File: config.mk
export PLATFORM = sky130hd
export DESIGN_NAME = gray_to_excess3_seq_flat
export DESIGN_NICKNAME = d
export VERILOG_FILES = /design/src/rtl/gray_to_excess3_seq_pkg.sv /design/src/rtl/gray_to_excess3_seq_if.sv /design/src/rtl/gray_to_excess3_seq_gray_to_bin_n.sv /design/src/rtl/gray_to_excess3_seq.sv /design/src/flat_wrapper.sv
export SDC_FILE = /design/constraint.sdc
export NUM_CORES = 1
export LEC_CHECK = 0
export BUFFER_PORTS_ARGS = -buffer_cell sky130_fd_sc_hd__buf_2
export CAP_MARGIN = 5
export CORE_ASPECT_RATIO = 0.9
export CORE_UTILIZATION = 61
export DETAILED_ROUTE_END_ITERATION = 8
export GPL_ROUTABILITY_DRIVEN = 0
export MAX_ROUTING_LAYER = met4
export PLACE_DENSITY_LB_ADDON = 0.05
export SYNTH_ARGS = -nofsm -noshare
export SYNTH_HDL_FRONTEND = slang
export SYNTH_HIERARCHICAL = 1
export SYNTH_SLANG_ARGS = --single-unit
File: constraint.sdc
create_clock -name clk -period 4.6 [get_ports clk]
set_clock_uncertainty 0.1 [all_clocks]
set_input_delay 0.92 -clock clk [delete_from_list [all_inputs] [get_ports clk]]
set_output_delay 0.92 -clock clk [all_outputs]
set_load 0.05 [all_outputs]
File: src/rtl/gray_to_excess3_seq_pkg.sv
// Shared constants for the Gray -> XS-3 converter: FSM encodings, XS-3 offset,
// double-dabble adjust threshold and the per-digit adjust helper.
package gray_to_excess3_seq_pkg;

  typedef enum logic [1:0] {
    ST_IDLE  = 2'd0,
    ST_SHIFT = 2'd1,
    ST_DONE  = 2'd2
  } state_t;

  localparam logic [3:0] XS3_OFFSET     = 4'd3;
  localparam logic [3:0] BCD_ADJ_THRESH = 4'd5;

  // Pre-shift correction so a digit that would reach >=10 carries into the next digit.
  function automatic logic [3:0] dabble_adj(input logic [3:0] d);
    return (d >= BCD_ADJ_THRESH) ? d + 4'd3 : d;
  endfunction

endpackage

File: src/rtl/gray_to_excess3_seq_if.sv
// Handshake bundle for gray_to_excess3_seq: gray word in, XS-3 digits out.
// GRAY2EX3_BCD_OUT_EN adds the raw BCD result alongside ex3.
interface gray_to_excess3_seq_if #(
  parameter int BIN_W  = 16,
  parameter int DIGITS = 5
);
  logic                  in_valid;
  logic                  in_ready;
  logic [BIN_W-1:0]      gray;
  logic                  out_valid;
  logic                  out_ready;
  logic [DIGITS*4-1:0]   ex3;
  logic                  ovf;
`ifdef GRAY2EX3_BCD_OUT_EN
  logic [DIGITS*4-1:0]   bcd;

  modport master (output in_valid, gray, out_ready,
                  input  in_ready, out_valid, ex3, ovf, bcd);
  modport slave  (input  in_valid, gray, out_ready,
                  output in_ready, out_valid, ex3, ovf, bcd);
`else
  modport master (output in_valid, gray, out_ready,
                  input  in_ready, out_valid, ex3, ovf);
  modport slave  (input  in_valid, gray, out_ready,
                  output in_ready, out_valid, ex3, ovf);
`endif
endinterface

File: src/rtl/gray_to_excess3_seq_gray_to_bin_n.sv
// Combinational N-bit Gray to binary decode (inverse of bin_to_gray_n).
// Latency 0; no handshake.
module gray_to_bin_n #(
  parameter int N = 16
) (
  input  logic [N-1:0] gray,
  output logic [N-1:0] bin
);

  // bin[i] is the XOR of all gray bits at or above i; avoids a rippling self-reference.
  for (genvar i = 0; i < N; i++) begin : g_bit
    assign bin[i] = ^(gray >> i);
  end

endmodule

File: src/rtl/gray_to_excess3_seq.sv
// Gray -> packed Excess-3 decimal converter, one double-dabble bit per clock.
// Latency BIN_W cycles from accept to out_valid; in_ready only in IDLE, result held until out_ready.
// Optional GRAY2EX3_BCD_OUT_EN exposes the raw BCD register on bus.bcd.
module gray_to_excess3_seq
  import gray_to_excess3_seq_pkg::*;
#(
  parameter int BIN_W  = 16,
  parameter int DIGITS = 5
) (
  input  logic                 clk,
  input  logic                 rst_n,
  gray_to_excess3_seq_if.slave bus
);

  localparam int BCD_W = DIGITS * 4;
  localparam int CNT_W = ($clog2(BIN_W) > 1) ? $clog2(BIN_W) : 1;
  localparam logic [CNT_W-1:0] CNT_INIT = CNT_W'(BIN_W - 1);

  state_t            state_q, state_d;
  logic [BIN_W-1:0]  bin_q;
  logic [BCD_W-1:0]  bcd_q;
  logic [CNT_W-1:0]  cnt_q;
  logic              ovf_q;

  logic              in_ready;
  logic              out_valid;
  logic              accept;
  logic [BIN_W-1:0]  bin_in;
  logic [BCD_W-1:0]  bcd_adj;
  logic [BCD_W-1:0]  bcd_shift;
  logic [BIN_W-1:0]  bin_shift;
  logic              carry;
  logic [BCD_W-1:0]  ex3_w;

  gray_to_bin_n #(.N(BIN_W)) u_g2b (
    .gray (bus.gray),
    .bin  (bin_in)
  );

  for (genvar d = 0; d < DIGITS; d++) begin : g_dig
    assign bcd_adj[4*d +: 4] = dabble_adj(bcd_q[4*d +: 4]);
    assign ex3_w[4*d +: 4]   = bcd_q[4*d +: 4] + XS3_OFFSET;
  end

  // Whatever leaves the top digit is lost decimal weight, so it feeds the sticky overflow.
  assign {carry, bcd_shift, bin_shift} = {bcd_adj, bin_q, 1'b0};

  assign accept = bus.in_valid && in_ready;

  always_ff @(posedge clk or negedge rst_n) begin
    if (!rst_n) begin
      state_q <= ST_IDLE;
    end else begin
      state_q <= state_d;
    end
  end

  always_comb begin
    state_d   = state_q;
    in_ready  = 1'b0;
    out_valid = 1'b0;
    unique case (state_q)
      ST_IDLE: begin
        in_ready = 1'b1;
        if (bus.in_valid) state_d = ST_SHIFT;
      end
      ST_SHIFT: begin
        if (cnt_q == '0) state_d = ST_DONE;
      end
      ST_DONE: begin
        out_valid = 1'b1;
        if (bus.out_ready) state_d = ST_IDLE;
      end
      default: state_d = ST_IDLE;
    endcase
  end

  always_ff @(posedge clk or negedge rst_n) begin
    if (!rst_n) begin
      bin_q <= '0;
      bcd_q <= '0;
      cnt_q <= '0;
      ovf_q <= 1'b0;
    end else if (accept) begin
      bin_q <= bin_in;
      bcd_q <= '0;
      cnt_q <= CNT_INIT;
      ovf_q <= 1'b0;
    end else if (state_q == ST_SHIFT) begin
      bin_q <= bin_shift;
      bcd_q <= bcd_shift;
      ovf_q <= ovf_q | carry;
      if (cnt_q != '0) cnt_q <= cnt_q - 1'b1;
    end
  end

  assign bus.in_ready  = in_ready;
  assign bus.out_valid = out_valid;
  assign bus.ex3       = ex3_w;
  assign bus.ovf       = ovf_q;
`ifdef GRAY2EX3_BCD_OUT_EN
  assign bus.bcd       = bcd_q;
`endif

endmodule
File: src/flat_wrapper.sv
// flat-port wrapper written by rule: the top's interface ports become plain ports
module gray_to_excess3_seq_flat import gray_to_excess3_seq_pkg::*;
#(
  parameter int BIN_W  = 16,
  parameter int DIGITS = 5
)
  (clk, rst_n, bus_in_valid, bus_gray, bus_out_ready, bus_in_ready, bus_out_valid, bus_ex3, bus_ovf);
  gray_to_excess3_seq_if #(.BIN_W(BIN_W), .DIGITS(DIGITS)) bus_i ();
  input  logic clk;
  input  logic rst_n;
  input wire logic [$bits(bus_i.in_valid)-1:0] bus_in_valid;
  input wire logic [$bits(bus_i.gray)-1:0] bus_gray;
  input wire logic [$bits(bus_i.out_ready)-1:0] bus_out_ready;
  output wire logic [$bits(bus_i.in_ready)-1:0] bus_in_ready;
  output wire logic [$bits(bus_i.out_valid)-1:0] bus_out_valid;
  output wire logic [$bits(bus_i.ex3)-1:0] bus_ex3;
  output wire logic [$bits(bus_i.ovf)-1:0] bus_ovf;
  assign bus_i.in_valid = bus_in_valid;
  assign bus_i.gray = bus_gray;
  assign bus_i.out_ready = bus_out_ready;
  assign bus_in_ready = bus_i.in_ready;
  assign bus_out_valid = bus_i.out_valid;
  assign bus_ex3 = bus_i.ex3;
  assign bus_ovf = bus_i.ovf;
  gray_to_excess3_seq #(.BIN_W(BIN_W), .DIGITS(DIGITS)) u_core (.clk(clk), .rst_n(rst_n), .bus(bus_i));
endmodule
# Yosys cells after proc, flatten, opt, wreduce, memory -nomap -nowiden
# Cells that the tools add are included.
[classes]
order_cmp = 5
n_bitwise = 1
multipliers = 0
div_mod_pow = 0
n_reduce_logical = 24
eq_ne = 5
shift = 0
mux = 20
addsub = 6
[op_table]
columns = ["cell", "count"]
rows = [
  ["parity 16 bit", 16],
  ["2-to-1 mux 20 bit", 2],
  ["2-to-1 mux 16 bit", 2],
  ["2-to-1 mux 4 bit", 8],
  ["adder 4 x 2 -> 4 bit, second input constant", 5],
  [">= comparator 4 x 3 -> 1 bit, second input constant", 5],
  ["2-to-1 mux 2 bit", 3],
  ["one-hot mux 2 bit (3 select lines)", 1],
  ["logical NOT 4 bit", 1],
  ["2-to-1 mux 1 bit", 4],
  ["!= test 2 bit, second input constant", 2],
  ["nonzero test 2 bit", 2],
  ["nonzero test 4 bit", 1],
  ["subtractor 4 x 1 -> 4 bit, second input constant", 1],
  ["AND reduction 3 bit", 1],
  ["equality test 2 x 1 -> 1 bit, second input constant", 1],
  ["equality test 2 bit, second input constant", 1],
  ["logical NOT 2 bit", 1],
  ["!= test 2 x 1 -> 1 bit, second input constant", 1],
  ["AND reduction 2 bit", 1],
  ["logical AND 1 bit", 1],
  ["OR 1 bit", 1],
]
[totals]
wordCells = 66
mem_bits_ro = 0
out_inout_bits = 23
input_bits = 20
latchBits = 0
mem_count = 0
ff_bits = 43
ram_bits = 0

# Longest topological paths before layout
[depth]
depth_word = 5
ltp_mapped = 7
ltp_nobuf = 6

# Cells and area by module
# The synthesis kept the hierarchy.
[modules_own_cells]
columns = ["mod", "seq_area_each_um2", "area_each_um2", "n_inst", "cells_each"]
rows = [
  ["gray_to_excess3_seq", 1076.0, 2259.7, 1, 240],
  ["gray_to_bin_n", 0.0, 402.9, 1, 38],
]

# Worst setup path after synthesis
# No wires, ideal clock.
[synth_path]
kind = "register -> output"
from = "register u_core.bcd_q[8]"
to = "output bus_ex3[10]"
t_required_ns = 3.580
stages_incl_launch_ff = 4
arrival_ns = 1.791
path_buffers = 0
setup_slack_ns = 1.789
cell_sequence = "dfrtp_1 -> inv_1 -> ha_1 -> xnor2_1"
[synth_via]
elab_chain_cells = 1
[synth_rtl]
columns = ["element", "line", "source"]
rows = [
  ["start, declared", "gray_to_excess3_seq.sv:21", "logic [BCD_W-1:0] bcd_q;"],
  ["start signal, assigned", "gray_to_excess3_seq.sv:91", "bcd_q <= bcd_shift;"],
  ["adder 4 x 2 -> 4 bit", "gray_to_excess3_seq.sv:42", "assign ex3_w[4*d +: 4] = bcd_q[4*d +: 4] + XS3_OFFSET;"],
  ["end, declared", "flat_wrapper.sv:16", "output wire logic [$bits(bus_i.ex3)-1:0] bus_ex3;"],
]
# No other way between the ends.

# Worst setup path after layout
[layout_path]
from = "register u_core.bcd_q[12]"
to = "output bus_ex3[14]"
# The elaborated chain is that of the path after synthesis.

==> summary.txt <==
Hold Fails Final Rpt: 0
clk_lat worst skew: 0.30 ns
max incr delay on CP: 0.40 ns
Slew Limit Headroom: 31.3%
aggregate negative setup slack: 0 ns
die width: 71.6 um
Buf/Inv on CP: 2
P&R area growth vs syn: 12.4%
overflow left after global routing: 0
commonest non-fill, non-tap cells in the layout: dfrtp_1, buf_2, nand2_1
clock buffer depth: 2
hold_buf cts: 0
die area: 4630 um^2
endpoint class of the critical path: primary output
ANT cells: 0
drt wl/cell: 13.5 um
Hold Path Depth: 2
CP Class: reg -> out
Crit path max-delay family: buffers and inverters
# rows: 22
Root Buffer: clkbuf_8
Crit Path Max Fanout: 4
cell area after synthesis: 2660 um^2
largest net degree at the start of global routing: 44
CP required: 3.58 ns
Clk pin slew, worst setup/hold paths: 0.08 ns
Max Cap Viol: 0
H-tree level count: 2
unrepaired setup endpoints after global routing: false
CTS tree: done
post-CTS resize count: 0
Setup violations, final: 0
min cycle time layout: 2.59 ns
Arrival @ worst endpoint: 1.57 ns
post-synthesis sequential area ratio: 40.4%
clk sinks: 43
Critical-path top delay cell: dfrtp_1
setup repair bufs after CTS: 0
Synth Area per Inst: 9.58 um^2
number of fill cells in the layout: 347
first-iteration detailed-routing DRC count: 96
Synth Instances: 278
FMAX: 386 MHz
Mapped Nets: 309
first-pass GRT wire length: 8740 um
Initial Util: 64.5%
R2R cell count: 3
vias in the first global route: 1,920
Pre-antenna DRT Iters: 4
FF+latch count, synth: 43
IO Port Bufs: 42
distinct cell type count after synthesis: 32
Syn. warnings: 6
critical path depth: 4
vias per cell: 5.53
vias: 2,024
Ports: 43
Post-Route WL: 4930 um
commonest non-fill, non-tap cell in the layout: dfrtp_1
post-detail-place hpwl: 3430 um
Inserted Clock Buffers: 5
die extent in y: 64.7 um
worst slew pin tran: 1.03 ns
Worst Hold Class: reg -> reg
final worst path period share: 56.3%
max-slew violations: 0
status: finished, final reports clean
layout cells sized above 1: 19.2%
DRC errors left: 0
cells along the critical path: inv_1 -> ha_1 -> xnor2_1 -> buf_2
overall routing resource usage: 25.5%
Core Area: 4130 um^2
Final nets: 348
Final ANT Viol Nets: 0
antenna violations before repair: 0
CP Launch Type: register
[per-stage QoR]
stage	std cells	hold slack [ns]	utilization, %	setup slack [ns]	instance area, um^2
floorplan	278	0.346	-	1.79	2660
global placement	358	0.360	70.0	2.11	2890
detailed placement	358	0.363	70.0	2.09	2890
CTS	366	0.387	72.5	1.99	2990
global route	366	0.405	72.5	1.92	2990
finish	366	0.386	72.5	2.01	2990
[kinds of logic after synthesis]
family | Yosys count | share of synthesized area, %
AND/OR/NAND/NOR | 82 | 14.6
AO/OA/AOI/OAI | 55 | 13.6
XOR/XNOR | 51 | 19.8
flip-flops | 43 | 40.4
buffers and inverters | 34 | 5.64
adder cells (fa/ha/maj) | 11 | 5.17
multiplexers | 2 | 0.752
[state kept, by name (all words and copies together), names as in the netlist]
name            cells
u_core/bcd_q       20
u_core/bin_q       16
u_core/bus.ovf      1
u_core/cnt_q        4
u_core/state_q      2
[area by class of cell]
type | count | area, um^2 | area share, %
Clock buffer | 8 | 100 | 3.35
Inverter | 21 | 78.8 | 2.63
Multi-Input combinational cell | 201 | 1440 | 48.3
Timing Repair Buffer | 45 | 233 | 7.78
Sequential cell | 43 | 1080 | 36.0
Tap cell | 48 | 60.1 | 2.01
[worst paths after layout]
path	start	end	slack (ns)
setup / recovery	u_core/bcd_q[12]$_DFFE_PN0P_	bus_ex3[14]	2.01
hold / removal	u_core/bin_q[1]$_DFFE_PN0P_	u_core/bin_q[1]$_DFFE_PN0P_	0.39
setup reg to reg	u_core/state_q[1]$_DFFE_PN0P_	u_core/bcd_q[10]$_DFFE_PN0P_	2.66
hold reg to reg	u_core/bin_q[1]$_DFFE_PN0P_	u_core/bin_q[1]$_DFFE_PN0P_	0.39
max in group asynchronous	rst_n	u_core/bcd_q[2]$_DFFE_PN0P_	3.15
min in group asynchronous	rst_n	u_core/bcd_q[10]$_DFFE_PN0P_	0.66
[metal layers]
layer	global-route usage [%]	up-vias	part of all wire (%)
met5	-	-	0
met4	8.58	0	1.3
met3	6.07	7	3.3
met2	37.5	40	46
met1	34.9	964	49
li1	-	1013	-
[worst min-delay path, cell delays in order, from the launching register on]
cell and delay, ns:
dfrtp_1 0.35, nand2_1 0.06, nand2_1 0.06
[Yosys cell counts, drive strengths merged]
cell type  number  area share [%]
xor2            6             2.3
inv            21             3.0
nand4b          1            0.33
nor2b           2            0.47
o31ai           1            0.28
nor3b           1            0.28
xnor2          44              17
clkbuf          3            0.42
nand2b          6             1.4
nor2            3            0.42
nor4            1            0.47
mux2i           2            0.75
o2bb2ai         1            0.33
a22oi          15             4.2
a21o            5             1.4
nand3          23             4.3
o211ai          2            0.56
nand2          40             5.6
a32o            5             1.9
ha             11             5.2
or3             4            0.94
xnor3           1            0.85
a21oi           5            0.94
or3b            1            0.33
buf            10             2.3
o21ai          21             3.9
dfrtp          43              40
Power is not shown: default switching activity piles up to over one toggle a cycle in this logic, so the estimate is an artifact.
